[src/rtl/memory_sequence_player.sv]
// Memory game sequencer: grows an LFSR symbol sequence, plays it on sel, then checks button entries.
// Outputs decode from registered state (no input-to-output path); no backpressure, start/btn_valid are single-cycle pulses.
module memory_sequence_player #(
    parameter int          MAX_LEN    = 16,
    parameter int          ON_CYCLES  = 50_000_000,
    parameter int          OFF_CYCLES = 25_000_000,
    parameter logic [7:0]  SEED       = 8'hA5
) (
    input  logic                         clk,
    input  logic                         reset,
    input  logic                         start,
    input  logic                         btn_valid,
    input  logic [1:0]                   btn_sym,
    output logic [1:0]                   sel,
    output logic                         blank,
    output logic                         playing,
    output logic                         awaiting,
    output logic [$clog2(MAX_LEN+1)-1:0] level,
    output logic                         win,
    output logic                         fail
);

    localparam int LW   = $clog2(MAX_LEN + 1);
    localparam int AW   = (MAX_LEN > 1) ? $clog2(MAX_LEN) : 1;
    localparam int TMAX = (ON_CYCLES > OFF_CYCLES) ? ON_CYCLES : OFF_CYCLES;
    localparam int TW   = (TMAX > 1) ? $clog2(TMAX) : 1;
    localparam logic [TW-1:0] ON_LOAD  = TW'(ON_CYCLES - 1);
    localparam logic [TW-1:0] OFF_LOAD = TW'(OFF_CYCLES - 1);

    typedef enum logic [2:0] {
        S_IDLE,
        S_GEN,
        S_SHOW_ON,
        S_SHOW_OFF,
        S_INPUT,
        S_WIN,
        S_FAIL
    } state_t;

    state_t          r_state;
    logic [7:0]      r_lfsr;
    logic [LW-1:0]   r_level;
    logic [AW-1:0]   r_idx;
    logic [TW-1:0]   r_timer;
    logic [1:0]      r_mem [MAX_LEN];

    logic            w_fb;
    logic [1:0]      w_sym;
    logic            w_last;
    logic            w_entry;
    logic            w_match;

    assign w_fb    = r_lfsr[7] ^ r_lfsr[5] ^ r_lfsr[4] ^ r_lfsr[3];
    // Symbol 00 means "no selection" downstream, so it is folded onto 01.
    assign w_sym   = (r_lfsr[1:0] == 2'b00) ? 2'b01 : r_lfsr[1:0];
    assign w_last  = (LW'(r_idx) == (r_level - LW'(1)));
    assign w_entry = btn_valid && (btn_sym != 2'b00);
    assign w_match = (btn_sym == r_mem[r_idx]);

    always_ff @(posedge clk) begin
        if (r_state == S_GEN) begin
            r_mem[r_level[AW-1:0]] <= w_sym;
        end
    end

    always_ff @(posedge clk or posedge reset) begin
        if (reset) begin
            r_state <= S_IDLE;
            r_lfsr  <= SEED;
            r_level <= '0;
            r_idx   <= '0;
            r_timer <= '0;
        end else begin
            case (r_state)
                S_IDLE, S_WIN, S_FAIL: begin
                    if (start) begin
                        r_level <= '0;
                        r_idx   <= '0;
                        r_state <= S_GEN;
                    end
                end
                S_GEN: begin
                    r_lfsr  <= {r_lfsr[6:0], w_fb};
                    r_level <= r_level + LW'(1);
                    r_idx   <= '0;
                    r_timer <= ON_LOAD;
                    r_state <= S_SHOW_ON;
                end
                S_SHOW_ON: begin
                    if (r_timer == '0) begin
                        r_timer <= OFF_LOAD;
                        r_state <= S_SHOW_OFF;
                    end else begin
                        r_timer <= r_timer - TW'(1);
                    end
                end
                S_SHOW_OFF: begin
                    if (r_timer == '0) begin
                        if (w_last) begin
                            r_idx   <= '0;
                            r_state <= S_INPUT;
                        end else begin
                            r_idx   <= r_idx + AW'(1);
                            r_timer <= ON_LOAD;
                            r_state <= S_SHOW_ON;
                        end
                    end else begin
                        r_timer <= r_timer - TW'(1);
                    end
                end
                S_INPUT: begin
                    if (w_entry) begin
                        if (!w_match) begin
                            r_state <= S_FAIL;
                        end else if (!w_last) begin
                            r_idx <= r_idx + AW'(1);
                        end else if (r_level == LW'(MAX_LEN)) begin
                            r_state <= S_WIN;
                        end else begin
                            r_state <= S_GEN;
                        end
                    end
                end
                default: r_state <= S_IDLE;
            endcase
        end
    end

    assign sel      = (r_state == S_SHOW_ON) ? r_mem[r_idx] : 2'b00;
    assign blank    = (r_state != S_SHOW_ON);
    assign playing  = (r_state == S_SHOW_ON) || (r_state == S_SHOW_OFF);
    assign awaiting = (r_state == S_INPUT);
    assign level    = r_level;
    assign win      = (r_state == S_WIN);
    assign fail     = (r_state == S_FAIL);

endmodule

[config.mk]
export PLATFORM = sky130hd
export DESIGN_NAME = memory_sequence_player
export DESIGN_NICKNAME = d
export VERILOG_FILES = /design/src/rtl/memory_sequence_player.sv
export SDC_FILE = /design/constraint.sdc
export NUM_CORES = 1
export LEC_CHECK = 0
export CORE_MARGIN = 2
export CORE_UTILIZATION = 43
export CTS_CLUSTER_SIZE = 30
export DETAILED_ROUTE_END_ITERATION = 6
export MAX_ROUTING_LAYER = met4
export PLACE_DENSITY_LB_ADDON = 0.08
export SETUP_SLACK_MARGIN = 0.3
export SYNTH_ARGS = -nofsm -noshare
export SYNTH_HDL_FRONTEND = slang
export SYNTH_SLANG_ARGS = --single-unit
[constraint.sdc]
create_clock -name clk -period 3.1 [get_ports clk]
set_input_delay 0.62 -clock clk [delete_from_list [all_inputs] [get_ports clk]]
set_output_delay 0.62 -clock clk [all_outputs]
set_load 0.005 [all_outputs]
# Word-level counts from Yosys, hierarchy flattened
# Memories as Yosys holds them, arrays and structs flattened.
# Cells that the tools add are included.
# word_totals
wordCells	71
in_bits	6
memories	1
ff_bits	46
mem_bits_ro	0
ram_bits	32
latch_bits	0
# op_classes
n_mux	26
shifts	0
n_div	0
n_addsub	4
bitwise_logic	3
eq_ne	18
multipliers	0
n_reduce_logical	14
magnitude_cmp	0
# mem_list
name	words	width	rd	rd_clocked_by_memory_dff	write_ports	line	text
r_mem	16	2	1	0	1	45	logic [1:0] r_mem [MAX_LEN];
# ops
op	n
2-to-1 mux 26 bit	3
case mux 26 bit (3 select lines)	1
logical NOT 26 bit	1
subtractor 26 x 1 -> 26 bit, second input constant	1
2-to-1 mux 3 bit	8
2-to-1 mux 4 bit	6
case mux 4 bit (4 select lines)	1
case mux 3 bit (5 select lines)	1
case mux 5 bit (2 select lines)	1
== test 3 bit, second input constant	3
!= test 2 bit, second input constant	4
== test 3 x 2 -> 1 bit, second input constant	2
!= test 3 bit, second input constant	2
AND reduction 6 bit	1
adder 5 x 1 -> 5 bit, second input constant	1
== test 4 x 5 -> 1 bit	1
== test 5 bit, second input constant	1
2-to-1 mux 5 bit	1
AND reduction 5 bit	1
subtractor 5 x 1 -> 5 bit, second input constant	1
adder 4 x 1 -> 4 bit, second input constant	1
2-to-1 mux 2 bit	2
!= test 2 x 1 -> 1 bit, second input constant	2
AND reduction 2 bit	2
13 further kinds	17

# Logic depth before layout (Yosys ltp)
# logic_depth
word_depth	6
ltp_mapped	9
depth_no_buf	8

# Least setup slack after synthesis
# OpenSTA, ideal clock, no wires.
# synth_path
kind	reg2reg
startpoint	register r_idx[1]
endpoint	register r_idx[2]
setup_time_ns	0.078
setup_slack_ns	0.546
t_required_ns	3.022
path_stages_with_launch	8
n_path_buf	1
arrival_time_ns	2.477
path_cell_list	dfrtp_1 buf_2 mux4_2 mux4_2 xnor2_2 a41oi_1 or3_1 a21boi_1
# synth_via
elab_chain_len	5
word_cells_on_any_way	13
# synth_lines
element	line	text
start: declaration	43	logic [AW-1:0] r_idx;
start signal: assignment	103	r_idx <= r_idx + AW'(1);
start signal: assignment	116	r_idx <= r_idx + AW'(1);
adder 4 x 1 -> 4 bit	103, 116	
2-to-1 mux 4 bit	115	end else if (!w_last) begin
2-to-1 mux 4 bit	113	if (!w_match) begin
2-to-1 mux 4 bit	112	if (w_entry) begin
case mux 4 bit (4 select lines)	74	case (r_state)
# Parallel ways exist; a longest one is shown, timed or not. The select of a mux whose other input is x is not followed.
# A chain may end at the register's enable or synchronous reset.

# Final worst setup path
# layout_path
startpoint	register r_idx[1]
endpoint	output sel[0]
# layout_via
elab_chain_len	2
# layout_lines
element	line	text
memory read (16 x 2 bit)	n/a	
2-to-1 mux 2 bit	129	assign sel = (r_state == S_SHOW_ON) ? r_mem[r_idx] : 2'b00;
end: declaration	14	output logic [1:0] sel,
# No other way between the ends.

==> reports/results.tsv <==
stage	metric	value	unit
drt	routedWlPerCell	17.1	um
sta	hold_viol	0	
clocking	clk_latency	0.36	ns
drt	wl_met1	4.84	mm
clocking	htreeDepth	3	
die	placementRows	35	
die	core	9330	sq um
logic_synthesis	yosys_register_bits	78	
grt	grt_pass1_wl	15.8	mm
status	status	finished clean	
logic_synthesis	yosys_warnings	0	
worst_setup_path	crit_type	flop to primary output	
logic_synthesis	yosys-top-cells-area	dfrtp_1, edfxtp_1, mux4_2	
clocking	root_buffer	clkbuf_8	
logic_synthesis	seq_area_frac_synth	50.9	%
logic_synthesis	syn_nets	408	
die	start_util	44.6	%
worst_setup_path	crit_start	r_idx[1]	
logic_synthesis	synth.distinct_cells	59	
logic_synthesis	synthFlopType	dfrtp_1	
cells_and_area	synthToLayoutAreaGrowth	16.6	%
sta	clock_skew	0.0188	ns
drt	wl_met2	4.35	mm
logic_synthesis	synth_common_cells	nand2_1, dfrtp_1, nor2_1	
logic_synthesis	synth_area	4160	sq um
logic_synthesis	syn_area_per_cell	10.5	sq um
sta	slew-limit-headroom	56.0	%
drt	met3_length	350	um
die	die_height	102	um
worst_setup_path	crit_path_max_fanout	8	
cells_and_area	layoutNonFillerInstCount	561	
sta	max_freq	360	MHz
worst_setup_path	cp.required	2.48	ns
cells_and_area	layout-drive-gt1-share	17.8	%
sta	rsz0062_at_grt	true	
placement	routabilityCongestion	0.850	
logic_synthesis	syn_inst	395	
sta	slew_violations	0	
power	total_leakage_power	1.80	nW
logic_synthesis	synth_top_area_cell	dfrtp_1	
drt	vias	3205	
worst_setup_path	end_kind	primary output	
sta	tightest_slew	0.651	ns
sta	fin_crit	2.78	ns
drt	post-route-drc-count	0	
grt	grt_pass1_vias	3005	
clocking	ctsHoldBuffers	0	
die	die_area	10500	sq um
worst_setup_path	reg2reg_from	r_idx[1]	
grt	grt_use_total	20.4	%
drt	totalWireLength	9.60	mm
clocking	cts_tree	done	
clocking	clock_path_buffers	2	
placement	dp_cells	534	
worst_setup_path	arrival	2.16	ns
sta	fin_tns_setup	0	ns
drt	first_iter_violations	176	
power	power	0.00349	W
drt	ant_nets	0	
worst_setup_path	r2r.worst_path.cells	8	
drt	vias_per_cell	5.71	
cells_and_area	layout.nets	440	
power	power_density	719	nW/um^2
sta	hold_ws	0.469	ns
logic_synthesis	yosysMostFrequentCell	nand2_1	
sta	setup_violations	0	
clocking	cts.clk_slew.worst_paths	0.09	ns
die	chipWidth	102	um
grt	grt_max_degree	21	
sta	fin_crit_sh	89.5	%
drt	top_layer_used	met4	
worst_setup_path	cp-start-kind	flop	
logic_synthesis	synth-edff-count	32	
cells_and_area	antenna_cells	0	
clocking	clkSinkCount	78	
die	ioPinCount	18	
placement	port_buffers	17	
cells_and_area	post-route-util	52.0	%
grt	grt_overflow	0	
clocking	cts_made_buffers	9	
job	maxCapViolations	0	
grt	antenna_found_initial	0	
logic_synthesis	netlist.area_leader.share	25.3	%
hold_path	hold_class	primary input to asynchronous set/reset pin	
placement	dpl.hpwl	6.82	mm
drt	firstDrtPassIters	4	
power	peakVddDrop	0.000369	V
logic_synthesis	async_flop_share	59.0	%
==> final timing paths <==
check / to / slack (ns)
hold / removal: r_timer[4] / 0.47
min in group clk: r_lfsr[2] / 0.47
max in group asynchronous: r_lfsr[7] / 2.06
hold reg to reg: r_lfsr[2] / 0.47
setup / recovery: sel[0] / 0.32
setup reg to reg: r_idx[1] / 0.44
==> report_power, final <==
part,switching (W),internal [W],leakage (nW)
registers,0.000278,0.00131,0.828
clock network,0.000434,0.000317,0.0974
logic,0.000659,0.000487,0.877
total,0.00137,0.00212,1.80
==> through the flow <==
step                      worst slack, ns  cell area (sq um)
final                               0.324               4850
after global routing                0.237               4850
after CTS                           0.305               4760
after detailed placement            0.169               4500
after global placement              0.190               4500
after floorplan                     0.546               4160
==> final cells by class <==
type	count	area, sq um
fillers	851	4480
inverters	15	56.3
clock buffers	9	124
flip-flops and latches	78	2120
clock inverters	7	72.6
repair buffers	39	343
well taps	129	161
multi-input cells	284	1970
==> per-layer routing <==
metal,up-vias,track usage (%)
met5,-,-
met2,68,28.5
met3,6,2.60
met1,1585,30.8
li1,1546,-
met4,0,6.87
==> logic make-up (layout without fill, tap and decap cells) <==
kind of cell	Yosys count	in the layout	synth area share, %
mux	10	10	5.11
compound gates	88	88	14.6
buf+inv	33	70	3.13
flops	78	78	50.9
xor+xnor	15	15	3.67
fa+ha+maj	7	7	2.11
simple gates	164	164	20.5
==> registers in the layout, summed over array words and instances, names as in the netlist <==
| register | flops |
|---|---|
| level | 5 |
| r_idx | 4 |
| r_lfsr | 8 |
| r_mem | 32 |
| r_state | 3 |
| r_timer | 26 |
==> cell usage in the layout, fill, tap and decap left out, types with 14 or more instances in the layout <==
master	netlist	layout
buf_4	0	19
clkdlybuf4s50_1	0	15
dfrtp_1	42	39
edfxtp_1	32	32
inv_1	15	14
nand2_1	48	48
nand3_1	15	15
nor2_1	36	35
o21ai_0	18	17
==> what timing repair did <==
item                       in CTS  in global routing
resized for setup              15                 10
pin swaps                       2                  5
hold endpoints to repair        0                  0
buffers inserted                5                  6
setup endpoints to repair      10                 15
==> critical path, cell delays in order (launching register included) <==
cell,delay [ns]
dfrtp_2,0.52
mux4_2,0.52
mux4_2,0.50
and2_4,0.16
buf_6,0.10
No activity file was read; power rests on OpenSTA's default activity.
